--- config.mk ---
export PLATFORM = sky130hd
export DESIGN_NAME = counter_stream_encoder_flat
export DESIGN_NICKNAME = d
export VERILOG_FILES = /design/src/rtl/counter_stream_encoder_if.sv /design/src/rtl/counter_stream_encoder.sv /design/src/flat_wrapper.sv
export SDC_FILE = /design/constraint.sdc
export NUM_CORES = 1
export LEC_CHECK = 0
export BUFFER_PORTS_ARGS = -buffer_cell sky130_fd_sc_hd__buf_2
export CORE_MARGIN = 2
export CORE_UTILIZATION = 28
export CTS_CLUSTER_SIZE = 30
export DETAILED_ROUTE_END_ITERATION = 16
export GPL_TIMING_DRIVEN = 0
export SYNTH_ARGS = -nofsm -noshare
export SYNTH_HDL_FRONTEND = slang
export SYNTH_SLANG_ARGS = --single-unit
--- constraint.sdc ---
create_clock -name CLK_24M -period 4.95 [get_ports CLK_24M]
set_input_delay 0.495 -clock CLK_24M [delete_from_list [all_inputs] [get_ports CLK_24M]]
set_output_delay 0.495 -clock CLK_24M [all_outputs]
set_load 0.1 [all_outputs]
--- src/rtl/counter_stream_encoder_if.sv ---
// counter_stream_encoder_if
// Sample stream handshake into the counter stream encoder.
//   sample_in    : signed 9-bit sample, two's complement
//   sample_valid : sample_in carries a sample this cycle
//   sample_ready : encoder accepts the sample this cycle
// master = sample producer, slave = encoder.
interface counter_stream_encoder_if;
  logic signed [8:0] sample_in;
  logic              sample_valid;
  logic              sample_ready;

  modport master (
    output sample_in,
    output sample_valid,
    input  sample_ready
  );

  modport slave (
    input  sample_in,
    input  sample_valid,
    output sample_ready
  );
endinterface

--- src/rtl/counter_stream_encoder.sv ---
// counter_stream_encoder
// Turns one signed sample per frame (2^N_DIV cycles of CLK_24M) into a
// counter_p/counter_n pair whose difference is the running sum of the
// samples, so a receive integrator/decimator/double-difference chain
// reproduces the original sample stream.
// Ports:
//   CLK_24M      : system clock
//   reset        : asynchronous, active-low reset
//   enable       : run enable; all state holds while low
//   s_if         : sample stream (slave side: sample_in/valid in, ready out)
//   clear_flags  : synchronous clear of the sticky underrun flag
//   counter_p    : COMMON + accumulator, registered
//   counter_n    : COMMON, registered
//   frame_strobe : high in the cycle where the phase counter is 0
//   underrun     : sticky, a frame boundary found the buffer empty
module counter_stream_encoder #(
  parameter int          N_DIV  = 3,
  parameter logic [11:0] COMMON = 12'd1024
) (
  input  logic                            CLK_24M,
  input  logic                            reset,
  input  logic                            enable,
  counter_stream_encoder_if.slave         s_if,
  input  logic                            clear_flags,
  output logic [11:0]                     counter_p,
  output logic [11:0]                     counter_n,
  output logic                            frame_strobe,
  output logic                            underrun
);

  localparam logic [N_DIV-1:0] PHASE_LAST = {N_DIV{1'b1}};
  localparam logic [N_DIV-1:0] PHASE_ONE  = {{(N_DIV-1){1'b0}}, 1'b1};

  logic [N_DIV-1:0]  phase_r;
  logic signed [8:0] fifo_r [2];
  logic              rd_ptr_r;
  logic [1:0]        count_r;
  logic [11:0]       acc_r;
  logic [11:0]       counter_p_r;
  logic [11:0]       counter_n_r;
  logic              frame_strobe_r;
  logic              underrun_r;

  logic              sample_ready_s;
  logic              boundary_s;
  logic              push_s;
  logic              pop_s;
  logic              wr_ptr_s;
  logic signed [8:0] head_s;
  logic [11:0]       y_s;
  logic [1:0]        count_nxt_s;

  // Handshake, frame boundary detection and FIFO bookkeeping.
  always_comb begin
    sample_ready_s = 1'b0;
    boundary_s     = 1'b0;
    y_s            = 12'd0;
    count_nxt_s    = count_r;
    if (enable && (count_r < 2'd2)) begin
      sample_ready_s = 1'b1;
    end else begin
      sample_ready_s = 1'b0;
    end
    if (enable && (phase_r == PHASE_LAST)) begin
      boundary_s = 1'b1;
    end else begin
      boundary_s = 1'b0;
    end
    push_s   = s_if.sample_valid && sample_ready_s;
    pop_s    = boundary_s && (count_r != 2'd0);
    // With at most two entries the write slot is the read slot offset by count.
    wr_ptr_s = rd_ptr_r ^ count_r[0];
    head_s   = fifo_r[rd_ptr_r];
    if (pop_s) begin
      y_s = {{3{head_s[8]}}, head_s};
    end else begin
      y_s = 12'd0;
    end
    case ({push_s, pop_s})
      2'b10:   count_nxt_s = count_r + 2'd1;
      2'b01:   count_nxt_s = count_r - 2'd1;
      default: count_nxt_s = count_r;
    endcase
  end

  assign s_if.sample_ready = sample_ready_s;

  // Phase, FIFO, accumulator, output registers and sticky underrun flag.
  always_ff @(posedge CLK_24M or negedge reset) begin
    if (!reset) begin
      phase_r        <= {N_DIV{1'b0}};
      fifo_r[0]      <= 9'sd0;
      fifo_r[1]      <= 9'sd0;
      rd_ptr_r       <= 1'b0;
      count_r        <= 2'd0;
      acc_r          <= 12'd0;
      counter_p_r    <= COMMON;
      counter_n_r    <= COMMON;
      frame_strobe_r <= 1'b0;
      underrun_r     <= 1'b0;
    end else begin
      if (enable) begin
        phase_r <= phase_r + PHASE_ONE;
        if (push_s) begin
          fifo_r[wr_ptr_s] <= s_if.sample_in;
        end
        if (pop_s) begin
          rd_ptr_r <= ~rd_ptr_r;
        end
        count_r     <= count_nxt_s;
        // Wraps modulo 4096 on purpose: the receiver only sees differences.
        acc_r       <= acc_r + y_s;
        counter_p_r <= COMMON + acc_r;
        counter_n_r <= COMMON;
      end
      frame_strobe_r <= boundary_s;
      // Set takes priority over a coincident clear.
      if (boundary_s && (count_r == 2'd0)) begin
        underrun_r <= 1'b1;
      end else if (clear_flags) begin
        underrun_r <= 1'b0;
      end
    end
  end

  assign counter_p    = counter_p_r;
  assign counter_n    = counter_n_r;
  assign frame_strobe = frame_strobe_r;
  assign underrun     = underrun_r;

endmodule

--- src/flat_wrapper.sv ---
// flat-port wrapper written by rule: the top's interface ports become plain ports
module counter_stream_encoder_flat 
#(
  parameter int          N_DIV  = 3,
  parameter logic [11:0] COMMON = 12'd1024
)
  (CLK_24M, reset, enable, clear_flags, counter_p, counter_n, frame_strobe, underrun, s_if_sample_in, s_if_sample_valid, s_if_sample_ready);
  counter_stream_encoder_if s_if_i ();
  input  logic CLK_24M;
  input  logic reset;
  input  logic enable;
  input  logic clear_flags;
  output logic [11:0] counter_p;
  output logic [11:0] counter_n;
  output logic frame_strobe;
  output logic underrun;
  input wire logic [$bits(s_if_i.sample_in)-1:0] s_if_sample_in;
  input wire logic [$bits(s_if_i.sample_valid)-1:0] s_if_sample_valid;
  output wire logic [$bits(s_if_i.sample_ready)-1:0] s_if_sample_ready;
  assign s_if_i.sample_in = s_if_sample_in;
  assign s_if_i.sample_valid = s_if_sample_valid;
  assign s_if_sample_ready = s_if_i.sample_ready;
  counter_stream_encoder #(.N_DIV(N_DIV), .COMMON(COMMON)) u_core (.CLK_24M(CLK_24M), .reset(reset), .enable(enable), .s_if(s_if_i), .clear_flags(clear_flags), .counter_p(counter_p), .counter_n(counter_n), .frame_strobe(frame_strobe), .underrun(underrun));
endmodule
After elaboration in Yosys (flattened, before gate mapping). Index checks and enable logic that the tools add are counted.

Add/subtract/negate cells: 5. Order comparisons: 4. Eq/ne operators: 3. Muxes and demuxes: 12. Bitwise logic cells: 4. Reduce and logical (&&, ||, !) cells: 13.

Operators by type and width (count): 9-bit two-way mux (4); 18-bit bitwise mux (1); 11-bit by 12-bit adder with 12-bit output (first input constant) (1); 12-bit adder (1); 12-bit two-way mux (1); 9-bit demux with 1-bit select (1); 1-bit logical AND (6); 2-bit AND reduction (3); 2-bit nonzero test (3); 2-bit greater-or-equal comparator (second input constant) (2); 1-bit two-way mux (4); 1-bit inverter with 2-bit output (2); 2-bit one-hot mux with 2 select lines (1); 3-bit by 1-bit adder with 3-bit output (second input constant) (1); 3-bit equality test (second input constant) (1); 2-bit by 1-bit adder with 2-bit output (second input constant) (1); 2-bit by 1-bit equality test with 1-bit output (second input constant) (1); 2-bit equality test (second input constant) (1); 2-bit logical NOT (1); 2-bit by 1-bit < comparator with 1-bit output (second input constant) (1); 2-bit < comparator (second input constant) (1); 2-bit by 1-bit subtractor with 2-bit output (second input constant) (1); 1-bit inverter (1); 1-bit bitwise XOR (1).

Register bits after elaboration: 50. Input bits: 14. Output and inout bits: 27. Logic and storage cells: 50.

Depth between registers and ports, before layout. Gate-level depths: netlist of the first run.

Word-level depth: 7. Gate-level depth with buffers: 12. Mapped depth without buffers: 11.

Worst setup path after synthesis of the first run. No wires, ideal clock.

Kind: register to register. From: register u_core.phase_r[0]. To: register u_core.acc_r[8]. Library setup time: 0.125 ns. Data arrival time: 2.577 ns. Required time: 4.825 ns. Slack: 2.248 ns. Stages on the path, launching flop included: 13. Buffers on the path: 1. Period minus slack after synthesis: 2.702 ns. Cells stage by stage: dfrtp_1 -> ha_1 -> ha_1 -> o211ai_2 -> buf_2 -> nor2_1 -> ha_1 -> fa_1 -> a21oi_2 -> o211ai_2 -> a31oi_1 -> xnor2_1 -> mux2_2.

Longest elaborated chain between the ends: 6.

Ends and longest elaborated chain: start: declaration (RTL line counter_stream_encoder.sv:34) `logic [N_DIV-1:0] phase_r;`; start signal: assignment (RTL line counter_stream_encoder.sv:91) `phase_r <= {N_DIV{1'b0}};`; start signal: assignment (RTL line counter_stream_encoder.sv:103) `phase_r <= phase_r + PHASE_ONE;`; 3-bit equality test (RTL line counter_stream_encoder.sv:64) `if (enable && (phase_r == PHASE_LAST)) begin`; 1-bit logical AND (RTL line counter_stream_encoder.sv:64); 1-bit two-way mux (RTL line counter_stream_encoder.sv:64); 1-bit logical AND (RTL line counter_stream_encoder.sv:70) `pop_s = boundary_s && (count_r != 2'd0);`; 12-bit two-way mux (RTL line counter_stream_encoder.sv:74) `if (pop_s) begin`; 12-bit adder (RTL line counter_stream_encoder.sv:112) `acc_r <= acc_r + y_s;`; end signal: assignment (RTL line counter_stream_encoder.sv:112); end: declaration (RTL line counter_stream_encoder.sv:38) `logic [11:0] acc_r;`.

Every way passes these cells. A chain may end at the register's enable or synchronous reset.

Final worst setup path of the first run. Ends and elaborated chain as after synthesis.

==> flow_metrics.py, run 1 <==
metrics = {
    "run_status": {
        "status": "completed",
    },
    "floorplanning": {
        "dieArea_sq_um": 10630,
        "io_pins": 41,
        "die_y_microns": 103.1,
        "die_w_microns": 103.1,
        "coreArea_sq_um": 9639,
        "initial_core_util_pct": 28.52,
        "num_rows": 36,
    },
    "placed_design": {
        "hpwl_microns": 3834,
        "gp_congestion": 0.8255,
        "dpl-instance-area_sq_um": 3088,
        "dp_cells": 402,
        "io_buffers": 27,
    },
    "critical_path": {
        "crit_chain": "ha_1, ha_1, o211ai_2, buf_2, nor2_1, ha_1, fa_1, a21oi_2, o211ai_2, a31oi_1, xnor2_1, mux2_2",
        "worstPathMaxFanout": 10,
        "critPathCaptureType": "register",
        "path_class": "reg2reg",
        "r2r_cells": 12,
        "crit_path_end": "u_core.acc_r[8]",
        "reg2reg_to": "u_core.acc_r[8]",
        "worst_path_max_delay_cell": "fa_1",
        "cp.depth": 12,
        "start_kind": "register",
        "slowest_delay_ns": 0.43,
        "cp-startpoint": "u_core.phase_r[0]",
        "r2r-start": "u_core.phase_r[0]",
        "cp_num_buf_inv": 1,
        "ff2ff_setup_slack_ns": 1.98,
        "crit_family": "adder cells",
        "arrival_ns": 3.17,
        "crit_required_ns": 5.15,
        "crit_path_frequent_cell": "ha_1",
    },
    "logic_synthesis": {
        "syn-cell-area_sq_um": 2749,
        "synth-edff-count": 0,
        "synth_top_area_cell": "dfrtp_1",
        "ys_seq_area_share_pct": 45.56,
        "yosys_register_bits": 50,
        "synth_top_cells_by_area": "dfrtp_1 45%, mux2_2 15%, ha_1 6.4%",
        "postSynthAreaPerCell_sq_um": 11.85,
        "synth_top_area_share_pct": 44.61,
        "ys_types": 50,
        "synth-warning-count": 0,
        "synth_async_sr_flop_share_pct": 100.0,
        "synthCells": 232,
        "synthFlopType": "dfrtp_1",
    },
    "clock_tree": {
        "cts_buffer_depth": 2,
        "cts_tree": "done",
        "clock-sinks": 50,
        "cts_resized": 0,
        "hold_buffers": 0,
        "cts_setup_buffers": 0,
        "root_buffer": "clkbuf_8",
        "path_clk_slew_ns": 0.10,
        "worstSkewPairLatency_ns": 0.31,
        "htreeDepth": 2,
        "cts_buffers": 5,
    },
    "cells_and_area": {
        "drive_gt1_share_pct": 37.18,
        "fin_nets": 305,
        "regArea_sq_um": 1252,
        "nFillCells": 1015,
        "stdcell_count": 410,
        "area_delta_synth_final_pct": 15.52,
        "insertedDiodeCount": 0,
        "multi_input_area_sq_um": 1369,
        "finalInstanceArea_sq_um": 3176,
    },
    "grt": {
        "antenna_found_initial": 0,
        "grt_pass1_vias": 1793,
        "grt_max_degree": 51,
        "grt_pass1_wl_microns": 8514,
        "track_usage_pct": 10.28,
        "overflow": 0,
    },
    "timing": {
        "clock.fmax_mhz": 336.2,
        "slew_headroom_pct": 25.53,
        "final.setup.tns_ns": 0,
        "fin_skew_ns": 0.01534,
        "slew_viol_final": 0,
        "min_period_ns": 2.975,
        "grt_setup_unrepaired": "no",
        "fin_crit_sh_pct": 60.10,
        "hold_viol": 0,
        "setup_viol": 0,
        "tightest_slew_ns": 1.117,
    },
    "power_and_ir_drop": {
        "power_frac_comb_pct": 52.5,
        "switchingPower_mw": 0.9505,
        "internal-power_mw": 1.052,
        "p_clk_share_pct": 12.0,
        "p_per_area_nw_per_um2": 630.6,
        "finalPower_mw": 2.002,
        "pwr-share-seq_pct": 35.5,
        "netSwitchingFraction_pct": 47.47,
        "ir_drop_mv": 0.3559,
        "p_leak_nw": 1.494,
    },
    "detailed_routing": {
        "drt-total-wl_microns": 5166,
        "wire_per_inst_microns": 12.60,
        "vias_per_cell": 4.459,
        "post-route-drc-count": 0,
        "drtIter0Drc": 53,
        "drtAntennaViolNets": 0,
        "first_pass_iters": 4,
        "via_count": 1828,
    },
    "worst_hold_path": {
        "hold_class": "in2async",
    },
    "job": {
        "drv_cap": 0,
    },
}
==> layer usage <==
metal  wire (microns)  part of all wire (%)  global-route usage, %  up-vias
met2             2411                    47                  16.98       33
li1                 -                     -                      -      889
met1             2510                    49                  13.53      902
met4               29                  0.56                  2.227        0
met5                0                     0                      0        -
met3              214                   4.1                  2.780        4
==> placed cells by master, fill, tap and decap left out, drive strengths merged, types with 3 or more instances in the layout <==
master / synthesis / layout
buf: 19 / 46
nand2: 9 / 9
clkbuf: 1 / 6
xor2: 3 / 3
o21ai: 5 / 5
nor2: 17 / 17
conb: 2 / 12
ha: 14 / 14
xnor2: 9 / 9
a21oi: 11 / 11
o211ai: 6 / 6
dfrtp: 49 / 49
mux2: 38 / 38
inv: 6 / 7
a21o: 4 / 4
mux2i: 9 / 9
nand3: 3 / 3
==> power by group through the flow <==
stage          Sequential [mW]  Combinational [mW]  Clock (mW)
4_1_cts                  0.715                1.07       0.251
6_report                 0.711                1.05       0.240
2_1_floorplan             1.04               0.559           0
3_3_place_gp             0.715                1.05           0
5_1_grt                  0.739                1.13       0.268
3_5_place_dp             0.724                1.06           0
==> final cells by class <==
cell class,instances,area share (%)
Sequential cell,50,39.44
Clock buffer,5,2.167
Clock inverter,3,0.5910
Tap cell,133,5.240
Timing Repair Buffer,27,4.255
Inverter,6,0.7092
Buffer,20,4.492
Multi-Input combinational cell,166,43.10
==> worst reg2reg max path: stages (launching register included) <==
cell and delay (ns):
dfrtp_1 0.40, ha_1 0.21, ha_1 0.21, o211ai_2 0.11, buf_2 0.25, nor2_1 0.08
ha_1 0.23, fa_1 0.43, a21oi_2 0.24, o211ai_2 0.14, a31oi_1 0.22, xnor2_1 0.08
mux2_2 0.26
==> worst min path at each step <==
stage                           start  slack (ns)                    to  cells after the start
finish                          reset        0.40  u_core.counter_p[11]                      1
global route        s_if_sample_in[6]        0.41      u_core.fifo_r[6]                      2
CTS                 s_if_sample_in[6]        0.42      u_core.fifo_r[6]                      2
detailed placement  u_core.phase_r[0]        0.46     u_core.phase_r[0]                      1
global placement    u_core.phase_r[0]        0.46     u_core.phase_r[0]                      1
floorplan                       reset        0.20       u_core.acc_r[0]                      0
==> synthesized netlist by cell type, types with 4 or more instances <==
cell,number
buf_4,15
nand2_1,9
ha_1,14
inv_1,5
nor2_1,14
a21o_1,4
a21oi_1,10
xnor2_1,9
mux2i_1,9
dfrtp_1,49
mux2_2,36
==> cells by family (layout without fill, tap and decap cells) <==
logic type                 count (synthesis)  after routing  synth area share [%]
other                                      2             12                0.2732
and+or+nand+nor                           42             42                 7.601
buffers and inverters                     26             61                 6.008
AOI/OAI and AO/OA                         38             38                 10.65
DFF                                       50             50                 45.56
muxes                                     47             47                 18.98
adders and majority gates                 15             15                 7.101
xor gates and xnor gates                  12             12                 3.824
==> sequential cells by signal (all words and copies together), names as in the netlist <==
name	cells
u_core.frame_strobe	1
u_core.rd_ptr_r	1
u_core.phase_r	3
u_core.underrun	1
u_core.counter_p	12
u_core.count_r	2
u_core.acc_r	12
u_core.fifo_r	18
==> per-stage QoR <==
step	util, %	worst slack, ns	hold slack (ns)
after global routing	32.94	1.755	0.4135
final	32.94	1.975	0.3998
after global placement	32.04	1.997	0.4602
after CTS	32.94	1.937	0.4168
after detailed placement	32.04	1.956	0.4646
after floorplan	-	2.248	0.1994
Note: power is estimated with default switching activity, not from simulation.
==> run 2: changes to the inputs <==
Settings changed: ABC_AREA set to 1.
Clock period 4.95 ns to 2.63 ns, I/O delays scaled along.
==> run 2 against run 1 <==
  * Flip-flop and latch count unchanged
  * Critical path depth increased by 3
  * Maximum frequency increased by 22%
  * Worst hold slack got worse by 0.26 ns
  * Wire length increased by 17%
  * Sequential share of layout area decreased by 2.8 points
  * Worst setup slack got worse by 1.8 ns
  * Combinational power increased by 66%
  * Cell count increased by 34%
  * Non-clock buffer count increased by 5
  * Total power increased by 82%
  * Register-to-register slack got worse by 1.8 ns
==> flow_metrics.py, run 2 <==
metrics = {
    "timing": {
        "layout_setup_ws_ns": 0.1895,
        "whs_ns": 0.1373,
        "setup_viol": 0,
        "fin_skew_ns": 0.005963,
        "min_period_ns": 2.440,
        "slew_headroom_pct": 25.93,
        "tightest_slew_ns": 1.111,
        "final.setup.tns_ns": 0,
        "slew_viol_final": 0,
        "clock.fmax_mhz": 409.8,
        "fin_crit_sh_pct": 92.79,
        "hold_viol": 0,
    },
    "detailed_routing": {
        "drt-total-wl_microns": 6052,
        "drtIter0Drc": 124,
        "vias_per_cell": 4.213,
        "via_count": 2313,
        "drtAntennaViolNets": 0,
        "wire_per_inst_microns": 11.02,
        "post-route-drc-count": 0,
        "first_pass_iters": 4,
    },
    "worst_hold_path": {
        "hold_class": "in2reg",
    },
    "logic_synthesis": {
        "yosysMostFrequentCell": "nand2_1",
        "ys_seq_area_share_pct": 43.28,
        "yosys_register_bits": 50,
        "synth_top_area_share_pct": 42.37,
        "synth_top_area_cell": "dfrtp_1",
        "ys_types": 27,
        "postSynthAreaPerCell_sq_um": 7.907,
        "syn-cell-area_sq_um": 2894,
        "synth_top_cells_by_area": "dfrtp_1 42%, nand2_1 18%, ha_1 6.1%",
        "synth-edff-count": 0,
        "synthFlopType": "dfrtp_1",
        "synth_common_cells": "137 x nand2_1, 49 x dfrtp_1, 43 x inv_1, 22 x o21ai_0, 18 x nand3_1",
        "synthCells": 366,
        "synth-warning-count": 0,
        "synth_async_sr_flop_share_pct": 100.0,
    },
    "critical_path": {
        "crit_chain": "ha_1, ha_2, nand2_2, nor2_4, buf_4, nand2_1, inv_1, ha_2, fa_2, nand2_2, nand3_2, nand2_2, o21ai_1, nor2_1, o21ai_2",
        "worst_path_max_delay_cell": "dfrtp_1",
        "worstPathMaxFanout": 10,
        "critPathCaptureType": "register",
        "slowest_delay_ns": 0.39,
        "path_class": "reg2reg",
        "cp_num_buf_inv": 2,
        "start_kind": "register",
        "crit_path_frequent_cell": "nand2_2",
        "arrival_ns": 2.65,
        "crit_family": "adder cells",
        "crit_required_ns": 2.84,
    },
    "cells_and_area": {
        "drive_gt1_share_pct": 21.55,
        "final_cell_mix": "134 x nand2_1, 49 x dfrtp_1, 43 x inv_1, 28 x buf_2, 20 x o21ai_0",
        "area_delta_synth_final_pct": 18.07,
        "nFillCells": 1097,
        "top_register": "u_core.fifo_r",
        "final_common_cell": "nand2_1",
        "fin_nets": 441,
        "insertedDiodeCount": 0,
        "largest_reg_flops": 18,
    },
    "placed_design": {
        "io_buffers": 27,
        "gp_congestion": 0.8344,
        "hpwl_microns": 4575,
        "pre_cts_slack_ns": -0.1234,
    },
    "clock_tree": {
        "worstSkewPairLatency_ns": 0.31,
        "hold_buffers": 0,
        "htreeDepth": 2,
        "cts_buffers": 5,
        "path_clk_slew_ns": 0.10,
        "cts_tree": "done",
        "root_buffer": "clkbuf_8",
        "cts_buffer_depth": 2,
        "clock-sinks": 50,
    },
    "power_and_ir_drop": {
        "p_leak_nw": 1.932,
        "finalPower_mw": 3.651,
        "p_per_area_nw_per_um2": 1068,
        "ir_drop_mv": 0.7247,
    },
    "run_status": {
        "status": "completed",
    },
    "grt": {
        "track_usage_pct": 11.66,
        "grt_pass1_wl_microns": 10520,
        "grt_pass1_vias": 2249,
        "grt_max_degree": 51,
        "antenna_found_initial": 0,
        "overflow": 0,
    },
    "floorplanning": {
        "die_w_microns": 105.7,
        "initial_core_util_pct": 28.42,
        "coreArea_sq_um": 10180,
        "die_y_microns": 105.7,
        "io_pins": 41,
        "dieArea_sq_um": 11170,
        "num_rows": 37,
    },
    "job": {
        "drv_cap": 0,
    },
}
## run 2: per-stage QoR
step	instances	util [%]	area, sq um
CTS	548	33.10	3371
finish	549	33.55	3417
global placement	539	31.78	3237
detailed placement	539	31.78	3237
global route	549	33.55	3417
floorplan	376	-	2932
## run 2: worst reg2reg max path, delay by kind of cell (launching register included)
family	cells	cell delay, ns
buf+inv	2	0.22
flops	1	0.39
simple gates	7	0.62
fa+ha+maj	4	0.95
compound gates	2	0.14
## run 2: final cells by class
| class | count | area (sq um) | area share, % |
|---|---|---|---|
| buffer | 23 | 155.1 | 4.540 |
| clock buffer | 5 | 68.82 | 2.014 |
| clock inverter | 3 | 47.55 | 1.391 |
| inverter | 44 | 167.7 | 4.907 |
| multi-input combinational | 259 | 1405 | 41.12 |
| sequential | 50 | 1252 | 36.65 |
| tap | 136 | 170.2 | 4.980 |
| timing repair buffer | 29 | 150.1 | 4.394 |
## run 2: kinds of logic (layout without fill, tap and decap cells)
group	Yosys count	after routing	synth area share (%)
multiplexers	8	8	3.113
AND/OR/NAND/NOR	179	179	25.55
adder cells (fa/ha/maj)	15	15	6.745
buffers and inverters	67	104	11.07
flip-flops	50	50	43.28
XOR/XNOR	8	8	2.421
other	2	12	0.2595
AO/OA/AOI/OAI	37	37	7.566
## run 2: what timing repair did
item	4_1_cts	5_1_grt
setup buffers	1	1
gates resized for setup	4	11
setup endpoints to repair	3	8
pin swaps	1	2
## run 2: worst paths after layout
path	endpoint	depth (start not counted)	startpoint	slack (ns)
max in group asynchronous	u_core.counter_p[9]	1	reset	1.80
worst min-delay path	u_core.underrun	2	clear_flags	0.14
worst min register to register	u_core.counter_p[7]	2	u_core.counter_p[7]	0.48
worst max-delay path	u_core.acc_r[6]	15	u_core.phase_r[0]	0.19
worst max register to register	u_core.acc_r[6]	15	u_core.phase_r[0]	0.19
min in group asynchronous	u_core.acc_r[6]	1	reset	0.16
## run 2: per-layer routing
layer / share of wire [%] / up-vias / GRT usage [%]
li1: - / 1211 / -
met1: 47 / 1045 / 14.95
met2: 47 / 46 / 19.68
met3: 4.0 / 11 / 2.041
met4: 2.1 / 0 / 4.229
met5: 0 / - / 0
## run 2: report_power, final
group          switching (mW)  leakage (nW)  internal, mW
clock network           0.281        0.0591         0.291
logic                    1.23          1.22         0.513
registers               0.238         0.648          1.10
